`config.mk`:
```
export PLATFORM = sky130hd
export DESIGN_NAME = rpcsl_mount_seq
export DESIGN_NICKNAME = d
export VERILOG_FILES = /design/src/rtl/rpcsl_pkg.sv /design/src/rtl/rpcsl_timer.sv /design/src/rtl/rpcsl_mount_seq.sv
export SDC_FILE = /design/constraint.sdc
export NUM_CORES = 1
export LEC_CHECK = 0
export CORE_MARGIN = 4
export CORE_UTILIZATION = 38
export DETAILED_ROUTE_END_ITERATION = 6
export PLACE_DENSITY = 0.88
export RECOVER_POWER = 25
export SETUP_SLACK_MARGIN = 0.4
export SYNTH_ARGS = -nofsm -noshare
export SYNTH_HDL_FRONTEND = slang
export SYNTH_SLANG_ARGS = --single-unit
```
`constraint.sdc`:
```
create_clock -name clk -period 2.45 [get_ports clk]
set_clock_uncertainty 0.1 [all_clocks]
set_input_delay 0.245 -clock clk [delete_from_list [all_inputs] [get_ports clk]]
set_output_delay 0.245 -clock clk [all_outputs]
set_load 0.02 [all_outputs]
```
`src/rtl/rpcsl_pkg.sv`:
```
// Shared types for the RP console-side mount sequencer.
package rpcsl_pkg;

  typedef enum logic [1:0] {
    OP_MOUNT   = 2'd0,
    OP_UNMOUNT = 2'd1,
    OP_WRL_SET = 2'd2,
    OP_WRL_CLR = 2'd3
  } rpcsl_op_t;

  typedef enum logic [1:0] {
    ST_IDLE   = 2'd0,
    ST_SPINUP = 2'd1,
    ST_SPINDN = 2'd2
  } rpcsl_st_t;

endpackage

```
`src/rtl/rpcsl_timer.sv`:
```
// Loadable down-counter shared by the spin-up and spin-down sequences; holds at zero.
module rpcsl_timer #(
  parameter int unsigned TW = 16
) (
  input  logic          clk,
  input  logic          rst_n,
  input  logic          load,
  input  logic [TW-1:0] loadVal,
  output logic [TW-1:0] cnt,
  output logic          isZero_c
);

  always_ff @(posedge clk or negedge rst_n) begin
    if (!rst_n) begin
      cnt <= '0;
    end else if (load) begin
      cnt <= loadVal;
    end else if (cnt != '0) begin
      cnt <= cnt - TW'(1);
    end
  end

  assign isZero_c = (cnt == '0);

endmodule

```
`src/rtl/rpcsl_mount_seq.sv`:
```
// Console-side sequencer for RP drive-status lines (DPR/MOL/WRL), one command at a time.
// Define RPCSL_DEBUG_EN to add the 64-bit rpDEBUG snapshot register.
module rpcsl_mount_seq
  import rpcsl_pkg::*;
#(
  parameter int unsigned NDRV       = 8,
  parameter int unsigned SPINUP_CYC = 1000,
  parameter int unsigned SPINDN_CYC = 100,
  parameter int unsigned TW         = 16,
  localparam int unsigned UW        = (NDRV > 1) ? $clog2(NDRV) : 1
) (
  input  logic            clk,
  input  logic            rst_n,
  input  logic            cmd_vld,
  output logic            cmd_rdy,
  input  logic [1:0]      cmd_op,
  input  logic [UW-1:0]   cmd_unit,
  output logic            cmd_done,
  output logic            cmd_err,
  output logic            busy,
  output logic [NDRV-1:0] rpDPR,
  output logic [NDRV-1:0] rpMOL,
  output logic [NDRV-1:0] rpWRL,
  input  logic [0:63]     rpDEBUG,
  input  logic            dbg_req,
  output logic            dbg_vld,
  output logic [0:63]     dbg_data
);

  rpcsl_st_t       state;
  rpcsl_op_t       op_c;
  logic [NDRV-1:0] curMask;
  logic [NDRV-1:0] unitMask_c;
  logic [NDRV-1:0] finMask_c;
  logic            unitOk_c;
  logic            accept_c;
  logic            mountOk_c;
  logic            unmountOk_c;
  logic            wrlOk_c;
  logic            reject_c;
  logic            finUp_c;
  logic            finDn_c;
  logic            tmrLoad_c;
  logic [TW-1:0]   tmrLoadVal_c;
  logic [TW-1:0]   tmrCnt;
  logic            tmrZero_c;

  assign op_c     = rpcsl_op_t'(cmd_op);
  assign accept_c = cmd_vld & cmd_rdy;

  // Out-of-range unit numbers only exist when NDRV is not a power of two
  if (NDRV == (1 << UW)) begin : g_unitFull
    assign unitOk_c = 1'b1;
  end else begin : g_unitPartial
    assign unitOk_c = (32'(cmd_unit) < NDRV);
  end

  assign unitMask_c = unitOk_c ? (NDRV'(1) << cmd_unit) : '0;

  always_comb begin
    mountOk_c   = 1'b0;
    unmountOk_c = 1'b0;
    wrlOk_c     = 1'b0;
    if (accept_c && unitOk_c) begin
      case (op_c)
        OP_MOUNT:   mountOk_c   = ~|(rpDPR & unitMask_c);
        OP_UNMOUNT: unmountOk_c = |(rpMOL & unitMask_c);
        OP_WRL_SET: wrlOk_c     = |(rpDPR & unitMask_c);
        OP_WRL_CLR: wrlOk_c     = |(rpDPR & unitMask_c);
      endcase
    end
  end

  assign reject_c     = accept_c & ~(mountOk_c | unmountOk_c | wrlOk_c);
  assign tmrLoad_c    = mountOk_c | unmountOk_c;
  assign tmrLoadVal_c = mountOk_c ? TW'(SPINUP_CYC - 1) : TW'(SPINDN_CYC - 1);

  // Completion is registered one edge early so it lands in the cycle the timer reads zero
  assign finUp_c   = (mountOk_c && (SPINUP_CYC == 1)) ||
                     ((state == ST_SPINUP) && (tmrCnt == TW'(1)));
  assign finDn_c   = (unmountOk_c && (SPINDN_CYC == 1)) ||
                     ((state == ST_SPINDN) && (tmrCnt == TW'(1)));
  assign finMask_c = (state == ST_IDLE) ? unitMask_c : curMask;

  rpcsl_timer #(.TW(TW)) u_timer (
    .clk      (clk),
    .rst_n    (rst_n),
    .load     (tmrLoad_c),
    .loadVal  (tmrLoadVal_c),
    .cnt      (tmrCnt),
    .isZero_c (tmrZero_c)
  );

  always_ff @(posedge clk or negedge rst_n) begin
    if (!rst_n) begin
      state    <= ST_IDLE;
      cmd_rdy  <= 1'b1;
      busy     <= 1'b0;
      cmd_done <= 1'b0;
      cmd_err  <= 1'b0;
      curMask  <= '0;
      rpDPR    <= '0;
      rpMOL    <= '0;
      rpWRL    <= '0;
    end else begin
      cmd_done <= 1'b0;
      cmd_err  <= reject_c;
      case (state)
        ST_IDLE: begin
          if (mountOk_c) begin
            state   <= ST_SPINUP;
            cmd_rdy <= 1'b0;
            busy    <= 1'b1;
            curMask <= unitMask_c;
            rpDPR   <= rpDPR | unitMask_c;
          end else if (unmountOk_c) begin
            state   <= ST_SPINDN;
            cmd_rdy <= 1'b0;
            busy    <= 1'b1;
            curMask <= unitMask_c;
            rpMOL   <= rpMOL & ~unitMask_c;
          end else if (wrlOk_c) begin
            cmd_done <= 1'b1;
            rpWRL    <= (op_c == OP_WRL_SET) ? (rpWRL | unitMask_c) : (rpWRL & ~unitMask_c);
          end
        end
        ST_SPINUP, ST_SPINDN: begin
          if (tmrZero_c) begin
            state   <= ST_IDLE;
            cmd_rdy <= 1'b1;
            busy    <= 1'b0;
          end
        end
        default: begin
          state   <= ST_IDLE;
          cmd_rdy <= 1'b1;
          busy    <= 1'b0;
        end
      endcase
      if (finUp_c) begin
        cmd_done <= 1'b1;
        rpMOL    <= rpMOL | finMask_c;
      end
      if (finDn_c) begin
        cmd_done <= 1'b1;
        rpDPR    <= rpDPR & ~finMask_c;
        rpWRL    <= rpWRL & ~finMask_c;
      end
    end
  end

`ifdef RPCSL_DEBUG_EN
  // Snapshot holds until the next request re-captures it
  always_ff @(posedge clk or negedge rst_n) begin
    if (!rst_n) begin
      dbg_vld  <= 1'b0;
      dbg_data <= '0;
    end else if (dbg_req) begin
      dbg_vld  <= 1'b1;
      dbg_data <= rpDEBUG;
    end
  end
`else
  logic unusedDbg;
  assign unusedDbg = ^{dbg_req, rpDEBUG};
  assign dbg_vld   = 1'b0;
  assign dbg_data  = '0;
`endif

endmodule

```
== After elaboration in Yosys (flattened, before gate mapping) ==
Index checks and enable logic that the tools add are counted.

* Bits in registers: 54
* Bits in latches: 0
* RAM bits: 0
* Bits in read-only memories: 0
* Input bits: 73
* Output and inout bits: 93
* Logic and storage cells: 105
* Memories kept: 0

* Add/subtract/negate cells: 1
* Multipliers: 0
* Divide/modulo/power cells: 0
* Magnitude comparators: 0
* Equal/unequal tests: 11
* Shift-type cells: 1
* Mux-type cells: 43
* Bitwise operators: 16
* Reductions and logical operators: 23

{| class="wikitable"
|+ Operator list
! kind !! number
|-
| two-way mux 8 bit || 16
|-
| AND 8 bit || 6
|-
| two-way mux 16 bit || 2
|-
| OR 8 bit || 3
|-
| two-way mux 1 bit || 18
|-
| equality test 16 x 1 -> 1 bit, second input constant || 1
|-
| logical NOT 16 bit || 1
|-
| inverter 8 bit || 2
|-
| nonzero test 16 bit || 1
|-
| OR reduction 8 bit || 2
|-
| subtractor 16 x 1 -> 16 bit, second input constant || 1
|-
| nonzero test 2 bit || 7
|-
| two-way mux 10 bit || 1
|-
| left shift 1 x 3 -> 8 bit, first input constant || 1
|-
| equality test 2 bit, second input constant || 3
|-
| two-way mux 2 bit || 3
|-
| != test 2 x 1 -> 1 bit, second input constant || 3
|-
| AND reduction 2 bit || 3
|-
| equality test 2 x 1 -> 1 bit, second input constant || 2
|-
| logical NOT 2 bit || 2
|-
| one-hot mux 1 bit (2 select lines) || 2
|-
| one-hot mux 2 bit (2 select lines) || 1
|-
| AND reduction 4 bit || 1
|-
| OR reduction 2 bit || 2
|-
| 8 further kinds || 11
|}

== Longest topological paths before layout ==
Gate-level depths: netlist of run 1.

* Depth after elaboration: 11
* Mapped depth: 8

== Hierarchy ==
Synthesis of run 1 repeated with hierarchy kept, for this count alone.

* Cell total of the unflattened synthesis: 406
* Area, all modules: 3686.0 µm²

{| class="wikitable"
|+ Modules (own cells, without submodules)
! module !! times used !! cells an instance !! area each (µm²) !! sequential area each (µm²)
|-
| rpcsl_mount_seq || 1 || 299 || 2686.3 || 952.2
|-
| rpcsl_timer || 1 || 107 || 999.7 || 400.4
|}

== Worst setup path after synthesis of run 1 ==
No wires, ideal clock.

* Kind: flip-flop to flip-flop
* Start: register u_timer.cnt[13]
* End: register rpDPR[1]
* Setup time: 0.120 ns
* Data arrival time: 2.084 ns
* Data required time: 2.230 ns
* Slack: 0.146 ns
* Cell stages (with the launch flop): 8
* Buffers on the path: 2
* Clock period less this slack: 2.304 ns
* Cells stage by stage: dfrtp_1 or4_1 buf_2 or4_4 buf_6 o21ai_1 o21ai_1 a41o_1

* Word-level cells in the longest chain between the ends: 4
* Elaborated cells between the ends (all ways): 6
* Those cells by class: eq/ne: 1; mux: 1; reduce/logical: 4

{| class="wikitable"
|+ Ends and longest elaborated chain
! element !! line !! RTL
|-
| from (decl) || rpcsl_timer.sv:9 || <nowiki>output logic [TW-1:0] cnt,</nowiki>
|-
| from (signal assigned) || rpcsl_timer.sv:17 || <nowiki>cnt <= loadVal;</nowiki>
|-
| from (signal assigned) || rpcsl_timer.sv:19 || <nowiki>cnt <= cnt - TW'(1);</nowiki>
|-
| equality test 16 x 1 -> 1 bit (*) || rpcsl_mount_seq.sv:82 || <nowiki>((state == ST_SPINDN) && (tmrCnt == TW'(1)));</nowiki>
|-
| logical AND 1 bit (*) || rpcsl_mount_seq.sv:82 ||
|-
| nonzero test 2 bit (no source line) || -- ||
|-
| AND reduction 2 bit (no source line) || -- ||
|-
| to (signal assigned) || rpcsl_mount_seq.sv:115 || <nowiki>rpDPR <= rpDPR | unitMask_c;</nowiki>
|-
| to (signal assigned) || rpcsl_mount_seq.sv:146 || <nowiki>rpDPR <= rpDPR & ~finMask_c;</nowiki>
|-
| to (decl) || rpcsl_mount_seq.sv:21 || <nowiki>output logic [NDRV-1:0] rpDPR,</nowiki>
|}

Every way passes the cells marked *; elsewhere a longest branch is shown, timed or not.
A chain may end at the register's enable or synchronous reset.

== Final worst setup path of run 1 ==
* Start: register u_timer.cnt[14]
* End: register rpMOL[2]

* Word-level cells in the longest chain between the ends: 4
* Elaborated cells between the ends (all ways): 7
* Those cells by class: eq/ne: 2; mux: 1; reduce/logical: 4

{| class="wikitable"
|+ Ends and longest elaborated chain
! element !! line !! RTL
|-
| equality test 16 x 1 -> 1 bit (*) || rpcsl_mount_seq.sv:80 || <nowiki>((state == ST_SPINUP) && (tmrCnt == TW'(1)));</nowiki>
|-
| logical AND 1 bit (*) || rpcsl_mount_seq.sv:80 ||
|-
| != test 2 x 1 -> 1 bit (no source line) or nonzero test 2 bit (tied branches) || -- ||
|-
| AND reduction 3 bit (no source line) || -- ||
|-
| to (signal assigned) || rpcsl_mount_seq.sv:121 || <nowiki>rpMOL <= rpMOL & ~unitMask_c;</nowiki>
|-
| to (signal assigned) || rpcsl_mount_seq.sv:142 || <nowiki>rpMOL <= rpMOL | finMask_c;</nowiki>
|-
| to (decl) || rpcsl_mount_seq.sv:22 || <nowiki>output logic [NDRV-1:0] rpMOL,</nowiki>
|}

Marked as above.

==> impl_metrics.sql, run 1 <==
INSERT INTO impl_metrics (metric_group, metric, value, unit) VALUES
('route', 'dr.pass1.iters', '7', ''),
('yosys', 'synth-edff-count', '0', ''),
('pwr', 'cellLeakagePower', '2.018', 'nW'),
('yosys', 'yosysWarningCount', '0', ''),
('critical_path', 'buf_inv_stages_crit_path', '2', ''),
('sta', 'finalHoldViolations', '0', ''),
('global_route', 'first_pass_grt_wire_length', '16340', 'microns'),
('route', 'wirelength', '12340', 'microns'),
('global_route', 'grt_antenna_before_repair', '0', ''),
('status', 'failed_checks', 'capacitance limit, slew limit', ''),
('yosys', 'synth_seq_area_share', '37.86', '%'),
('critical_path', 'critical_path.cell_chain', 'or4_4 -> buf_8 -> nor4_4 -> buf_6 -> nor2b_4 -> o22ai_2 -> a31oi_1', ''),
('die', 'ioPinCount', '166', ''),
('die', 'start_util', '38.84', '%'),
('sta', 'final_max_slew_viol_count', '28', ''),
('cells_and_area', 'drive_gt1_share', '36.46', '%'),
('cts', 'htree_levels', '2', ''),
('critical_path', 'crit_fanout', '6', ''),
('cts', 'clock_latency_late_sink', '0.32', 'ns'),
('sta', 'max_freq', '0.4299', 'GHz'),
('sta', 'setup_viol_count_final', '0', ''),
('route', 'detailedRoute.firstIterationViolations', '381', ''),
('critical_path', 'regToRegStartpoint', 'u_timer.cnt[14]$_DFFE_PN0P_', ''),
('cells_and_area', 'layout.nets', '568', ''),
('min_path', 'hold_class', 'reg -> reg', ''),
('sta', 'worst_slew_margin', '-14.26', '%'),
('die', 'die-area', '11020', 'sq um'),
('route', 'drt-wirelength-per-cell', '20.49', 'microns'),
('cells_and_area', 'nFillCells', '683', ''),
('yosys', 'post_synth_num_cell_types', '48', ''),
('critical_path', 'first_element_of_the_critical_path', 'u_timer.cnt[14]$_DFFE_PN0P_', ''),
('die', 'die_h', '105.0', 'microns'),
('critical_path', 'cp_top_family', 'simple AND/OR/NAND/NOR gates', ''),
('pwr', 'ir_drop', '0.3458', 'mV'),
('run', 'max_cap_viol_count', '1', ''),
('critical_path', 'setup.worst_path.end', 'rpMOL[2]$_DFFE_PN0P_', ''),
('cts', 'cts_root_buf', 'sky130_fd_sc_hd__clkbuf_8', ''),
('cts', 'cts.path.max_buffers', '2', ''),
('placed_design', 'port_buffer_cells', '35', ''),
('die', 'die_w', '105.0', 'microns'),
('global_route', 'first_global_vias', '3235', ''),
('critical_path', 'crit_path_required_time', '2.57', 'ns'),
('route', 'routed-via-count', '3588', ''),
('placed_design', 'place_congestion', '0.8648', ''),
('die', 'fp.coreArea', '9196', 'sq um'),
('cells_and_area', 'area_growth', '41.68', '%'),
('route', 'vias_cell', '5.960', ''),
('critical_path', 'timing.critical_path.slowest_stage_cell', 'sky130_fd_sc_hd__or4_4', ''),
('critical_path', 'r2r_slack', '0.12', 'ns'),
('sta', 'grt_setup_unrepaired', 'yes', ''),
('sta', 'fin_crit_sh', '94.94', '%'),
('sta', 'finalSetupTns', '0', 'ns'),
('die', 'placementRows', '35', ''),
('yosys', 'syn-instance-count', '393', ''),
('critical_path', 'critical_path_arrival', '2.45', 'ns'),
('cells_and_area', 'layout.cells.most_common_list', 'sky130_fd_sc_hd__conb_1, sky130_fd_sc_hd__dfrtp_1, sky130_fd_sc_hd__buf_4', ''),
('critical_path', 'critical_path_cell_count', '7', ''),
('critical_path', 'start_kind', 'register', ''),
('global_route', 'gr-total-overflow', '0', ''),
('global_route', 'grt_usage', '18.05', '%'),
('yosys', 'syn-mean-instance-area', '9.090', 'sq um'),
('cts', 'clkSlewWorstSetupHoldPaths', '0.10', 'ns'),
('yosys', 'syn_area', '3572', 'sq um'),
('critical_path', 'critical_path.reg2reg.endpoint', 'rpMOL[2]$_DFFE_PN0P_', ''),
('critical_path', 'setup.worst_path.class', 'reg -> reg', ''),
('sta', 'slew_at_the_pin_closest_to_its_max_slew_limit', '1.714', 'ns'),
('status', 'run_status', 'finished with violations', ''),
('yosys', 'synth_async_sr_flop_share', '100.0', '%'),
('critical_path', 'timing.critical_path.to_type', 'register', ''),
('yosys', 'synth.ff_latch_count', '54', ''),
('critical_path', 'slowest_delay', '0.57', 'ns');
-- final cells by class --
| type | instances | area (sq um) | share of cell area, % |
|---|---|---|---|
| inverters | 6 | 37.54 | 0.7417 |
| flip-flops and latches | 54 | 1354 | 26.75 |
| repair buffers | 109 | 1064 | 21.01 |
| multi-input cells | 314 | 2376 | 46.95 |
| clock buffers | 7 | 86.33 | 1.706 |
| clock inverters | 1 | 5.005 | 0.09889 |
| well taps | 111 | 138.9 | 2.744 |
-- worst min path at each step --
stage | from | slack, ns | depth (start not counted) | endpoint
finish | busy$_DFFE_PN0P_ | 0.43 | 2 | busy$_DFFE_PN0P_
global route | busy$_DFFE_PN0P_ | 0.46 | 2 | busy$_DFFE_PN0P_
CTS | rst_n | 0.43 | 2 | rpDPR[5]$_DFFE_PN0P_
detailed placement | rst_n | 0.23 | 1 | rpDPR[5]$_DFFE_PN0P_
global placement | rst_n | 0.22 | 1 | rpDPR[5]$_DFFE_PN0P_
floorplan | rst_n | -0.15 | 0 | asynchronous set/reset pin
-- cells in the mapped netlist, drive strengths merged, types with 9 or more instances --
| cell | number | area share (%) |
|---|---|---|
| a31oi | 9 | 1.6 |
| buf | 73 | 15 |
| clkbuf | 11 | 1.2 |
| dfrtp | 53 | 37 |
| mux2 | 10 | 3.2 |
| mux2i | 19 | 5.3 |
| nand2 | 16 | 1.7 |
| nand2b | 9 | 1.6 |
| nand3 | 15 | 2.1 |
| nor2 | 30 | 3.2 |
| nor2b | 10 | 1.8 |
| nor3 | 14 | 2.0 |
| o21ai | 26 | 3.7 |
| o22ai | 14 | 2.5 |
| xnor2 | 10 | 2.5 |
-- tightest hold or removal path, delay by kind of cell, from the launching register on --
kind                   cells  cell delay [ns]
AO/OA/AOI/OAI              1             0.05
buffers and inverters      1             0.07
flip-flops                 1             0.39
-- power by group --
| part | switching [W] | internal [W] |
|---|---|---|
| combinational | 0.000158 | 0.0000471 |
| sequential | 0 | 0.000891 |
| clock | 0.000311 | 0.000229 |
| total | 0.000469 | 0.00117 |
-- repair_timing --
item	4_1_cts	5_1_grt
gates cloned	3	1
resized for setup	74	54
hold buffers	1	0
setup buffers	23	21
hold endpoints to repair	26	0
pin swaps	23	26
setup endpoints to repair	49	54
-- through the flow --
step           power, W  instance area, sq um  utilization (%)
6_report       0.001636                  5061            55.03
3_3_place_gp   0.001080                  4039            43.92
3_5_place_dp   0.001083                  4039            43.92
5_1_grt        0.001673                  5061            55.03
2_1_floorplan  0.001106                  3902                -
4_1_cts        0.001604                  4603            50.05
-- routing by layer --
layer / vias up / GRT usage [%] / routed length (microns)
li1: 1461 / - / -
met1: 1703 / 21.28 / 4228
met2: 321 / 30.80 / 6015
met3: 103 / 3.335 / 1288
met4: 0 / 10.12 / 804
met5: - / 0 / 0
-- cell families after synthesis --
logic type / Yosys count / share of synthesized area, %
multiplexers: 29 / 8.476
buffers and inverters: 90 / 16.67
flip-flops: 54 / 37.86
other: 1 / 0.1050
AO/OA/AOI/OAI: 66 / 11.14
adder cells (fa/ha/maj): 5 / 1.751
AND/OR/NAND/NOR: 138 / 21.54
XOR/XNOR: 10 / 2.452
Note: power is estimated with default switching activity, not from simulation.
==> run 2, diff against run 1 <==
--- a/config.mk
+++ b/config.mk
@@ -5,10 +5,11 @@
 export SDC_FILE = /design/constraint.sdc
 export NUM_CORES = 1
 export LEC_CHECK = 0
+export ABC_AREA = 1
 export CORE_MARGIN = 4
 export CORE_UTILIZATION = 38
 export DETAILED_ROUTE_END_ITERATION = 6
-export PLACE_DENSITY = 0.88
+export PLACE_DENSITY = 0.87
 export RECOVER_POWER = 25
 export SETUP_SLACK_MARGIN = 0.4
 export SYNTH_ARGS = -nofsm -noshare
==> constraint.sdc (replaced) <==
create_clock -name clk -period 2 [get_ports clk]
set_clock_uncertainty 0.1 [all_clocks]
set_input_delay 0.2 -clock clk [delete_from_list [all_inputs] [get_ports clk]]
set_output_delay 0.2 -clock clk [all_outputs]
set_load 0.02 [all_outputs]
==> impl_metrics.sql, run 2 <==
INSERT INTO impl_metrics (metric_group, metric, value, unit) VALUES
('cts', 'cts.path.max_buffers', '2', ''),
('sta', 'worst_slew_margin', '49.65', '%'),
('yosys', 'syn_area', '3691', 'sq um'),
('yosys', 'synth-edff-count', '0', ''),
('yosys', 'synth-adder-area-share', '1.695', '%'),
('yosys', 'synth_xor_area_share', '2.373', '%'),
('cts', 'tritoncts.num_buffers', '5', ''),
('route', 'drt-wirelength-per-cell', '18.51', 'microns'),
('sta', 'finalHoldViolations', '0', ''),
('sta', 'max_freq', '0.5194', 'GHz'),
('yosys', 'synth_async_sr_flop_share', '100.0', '%'),
('cts', 'htree_levels', '2', ''),
('run', 'max_cap_viol_count', '0', ''),
('min_path', 'hold_class', 'reg -> reg', ''),
('global_route', 'first_pass_grt_wire_length', '18620', 'microns'),
('placed_design', 'port_buffer_cells', '35', ''),
('yosys', 'post_synth_num_cell_types', '28', ''),
('cells_and_area', 'area_growth', '45.05', '%'),
('cts', 'cts_root_buf', 'sky130_fd_sc_hd__clkbuf_8', ''),
('yosys', 'most_area_hungry_cell_type_in_the_yosys_netlist', 'sky130_fd_sc_hd__dfrtp_1', ''),
('placed_design', 'place_area', '4274', 'sq um'),
('die', 'placementRows', '35', ''),
('critical_path', 'setup.worst_path.class', 'reg -> reg', ''),
('cells_and_area', 'nFillCells', '693', ''),
('cells_and_area', 'drive_gt1_share', '35.24', '%'),
('die', 'fp.coreArea', '9328', 'sq um'),
('route', 'routed-via-count', '4192', ''),
('yosys', 'synthMostInstantiatedCell', 'sky130_fd_sc_hd__nand2_1', ''),
('pwr', 'ir_drop', '0.2483', 'mV'),
('critical_path', 'crit_fanout', '19', ''),
('cells_and_area', 'layout.cells.most_common_list', 'sky130_fd_sc_hd__nand2_1, sky130_fd_sc_hd__buf_4, sky130_fd_sc_hd__conb_1', ''),
('route', 'drtAntennaViolNets', '0', ''),
('yosys', 'synth_top_area_share', '35.93', '%'),
('cells_and_area', 'stdcell_area', '5354', 'sq um'),
('route', 'dr.pass1.iters', '7', ''),
('die', 'die-area', '11350', 'sq um'),
('yosys', 'synth.ff_latch_count', '54', ''),
('die', 'die_h', '106.6', 'microns'),
('critical_path', 'crit_path_required_time', '2.12', 'ns'),
('sta', 'setup_viol_count_final', '0', ''),
('global_route', 'first_global_vias', '3771', ''),
('cells_and_area', 'antennaDiodeCount', '0', ''),
('yosys', 'ys_dominant_reg_cell', 'sky130_fd_sc_hd__dfrtp_1', ''),
('global_route', 'grt_antenna_before_repair', '0', ''),
('critical_path', 'start_kind', 'register', ''),
('sta', 'fin_crit_sh', '96.26', '%'),
('route', 'detailedRoute.firstIterationViolations', '660', ''),
('yosys', 'syn-instance-count', '500', ''),
('global_route', 'grt_usage', '20.36', '%'),
('critical_path', 'timing.critical_path.to_type', 'register', ''),
('pwr', 'cellPowerDensity', '376.9', 'nW/um^2'),
('die', 'start_util', '39.57', '%'),
('sta', 'slew_at_the_pin_closest_to_its_max_slew_limit', '0.7552', 'ns'),
('cts', 'clkSlewWorstSetupHoldPaths', '0.12', 'ns'),
('yosys', 'mux_contribution_to_synthesized_area', '0', '%'),
('yosys', 'synth_simple_gate_area_share', '33.36', '%'),
('placed_design', 'place_congestion', '0.9232', ''),
('route', 'vias_cell', '5.523', ''),
('die', 'ioPinCount', '166', ''),
('sta', 'final_min_period', '1.925', 'ns'),
('yosys', 'largest_family_of_logic_cells_by_synthesized_area', 'simple AND/OR/NAND/NOR gates', ''),
('cts', 'clock_tree_from_tritoncts', 'built', ''),
('yosys', 'synth_seq_area_share', '36.64', '%'),
('cts', 'tritoncts_num_sinks', '54', ''),
('cts', 'clock_latency_late_sink', '0.34', 'ns'),
('cells_and_area', 'mostFrequentLayoutCell', 'sky130_fd_sc_hd__nand2_1', ''),
('status', 'run_status', 'complete, no violations', ''),
('global_route', 'gr-total-overflow', '0', ''),
('yosys', 'top_cells_by_instance_count_after_synthesis', 'sky130_fd_sc_hd__nand2_1, sky130_fd_sc_hd__nand3_1, sky130_fd_sc_hd__buf_4', ''),
('yosys', 'synth_compound_gate_area_share', '6.169', '%'),
('sta', 'setup_slack', '0.07470', 'ns'),
('yosys', 'yosysWarningCount', '0', ''),
('placed_design', 'dpl_wire_length', '7014', 'microns'),
('yosys', 'syn-mean-instance-area', '7.382', 'sq um'),
('yosys', 'yosys-top-cells-area', 'sky130_fd_sc_hd__dfrtp_1, sky130_fd_sc_hd__buf_4, sky130_fd_sc_hd__nand2_1, sky130_fd_sc_hd__nand3_1, sky130_fd_sc_hd__o21ai_0', ''),
('placed_design', 'place_ws', '-0.1528', 'ns'),
('pwr', 'cellLeakagePower', '2.804', 'nW'),
('die', 'die_w', '106.6', 'microns'),
('route', 'wirelength', '14050', 'microns'),
('global_route', 'maximum_number_of_pins_on_one_net_before_global_route_repair', '28', ''),
('sta', 'final_max_slew_viol_count', '0', ''),
('critical_path', 'critical_path_arrival', '2.05', 'ns'),
('sta', 'grt_setup_unrepaired', 'yes', ''),
('cells_and_area', 'layout.nets', '707', ''),
('route', 'drc_violations_left', '0', '');
run 2: cell types whose count changed after synthesis, moves of 8 or more:
cell / delta
sky130_fd_sc_hd__inv_1: +28
sky130_fd_sc_hd__a31oi_1: -9
sky130_fd_sc_hd__mux2_2: -10
sky130_fd_sc_hd__nand3_1: +55
sky130_fd_sc_hd__mux2i_1: -19
sky130_fd_sc_hd__or3_1: -8
sky130_fd_sc_hd__nand2b_1: -9
sky130_fd_sc_hd__nand4_1: +12
sky130_fd_sc_hd__nand2_1: +116
sky130_fd_sc_hd__nor2b_1: -10
sky130_fd_sc_hd__o22ai_1: -14
run 2: layer usage:
layer / global-route usage (%) / routed length, microns / vias up / part of all wire [%]
met5: 0 / 0 / - / 0
met1: 24.57 / 4991 / 1928 / 36
met3: 4.675 / 1681 / 102 / 12
li1: - / - / 1769 / -
met4: 10.23 / 940 / 0 / 6.7
met2: 33.98 / 6433 / 393 / 46
run 2: cell families after synthesis:
kind of cell    count (synthesis)
compound gates                 38
xor+xnor                       10
fa+ha+maj                       5
buf+inv                       117
flops                          54
other cells                     1
simple gates                  275
run 2: cell type report:
| class | instances | area, sq um | share of cell area, % |
|---|---|---|---|
| Clock buffer | 5 | 68.82 | 1.285 |
| Clock inverter | 3 | 21.27 | 0.3973 |
| Inverter | 38 | 167.7 | 3.132 |
| Multi-Input combinational cell | 394 | 2318 | 43.30 |
| Sequential cell | 54 | 1360 | 25.40 |
| Tap cell | 129 | 161.4 | 3.015 |
| Timing Repair Buffer | 136 | 1256 | 23.46 |
run 2: path summary, 6_finish.rpt:
path | startpoint | end | slack (ns) | cells after the start
setup / recovery | state[1]$_DFFE_PN0P_ | register | 0.07 | 9
hold / removal | busy$_DFFE_PN0P_ | busy$_DFFE_PN0P_ | 0.42 | 2
setup reg to reg | state[1]$_DFFE_PN0P_ | register | 0.07 | 9
hold reg to reg | busy$_DFFE_PN0P_ | busy$_DFFE_PN0P_ | 0.42 | 2
max in group asynchronous | rst_n | rpMOL[6]$_DFFE_PN0P_ | 0.79 | 3
min in group asynchronous | rst_n | u_timer.cnt[6]$_DFFE_PN0P_ | 0.43 | 3
run 2: report_power, final:
group          internal, W  switching (W)  total (W)
sequential         0.00109              0    0.00109
clock             0.000248       0.000418   0.000666
combinational    0.0000500       0.000211   0.000261
run 2: critical path, cell delays in order (launching register included):
cell and delay, ns:
sky130_fd_sc_hd__dfrtp_1 0.47, sky130_fd_sc_hd__inv_2 0.11, sky130_fd_sc_hd__ha_4 0.21, sky130_fd_sc_hd__buf_12 0.16, sky130_fd_sc_hd__o21ai_0 0.31, sky130_fd_sc_hd__inv_1 0.13, sky130_fd_sc_hd__nand3_1 0.12, sky130_fd_sc_hd__nand2_1 0.06
sky130_fd_sc_hd__nand2_1 0.06, sky130_fd_sc_hd__nand2_1 0.04
run 2: timing repair:
action / CTS / global route
pin swaps: 22 / 24
gates resized for setup: 105 / 75
hold buffers: 1 / 0
hold endpoints to repair: 53 / 0
setup endpoints to repair: 78 / 55
buffers inserted: 25 / 26
gates cloned: 5 / 0
run 2: per-stage QoR:
step | hold WS, ns | instances | total power [W] | TNS (ns) | util, %
final | 0.4164 | 759 | 0.002018 | 0 | 57.40
after floorplan | -0.1956 | 564 | 0.001367 | 0 | -
after global routing | 0.4303 | 759 | 0.002082 | 0 | 57.40
after detailed placement | 0.1301 | 694 | 0.001350 | -2.656 | 45.82
after CTS | 0.3178 | 733 | 0.001974 | 0 | 52.70
after global placement | 0.1220 | 694 | 0.001347 | -2.064 | 45.82
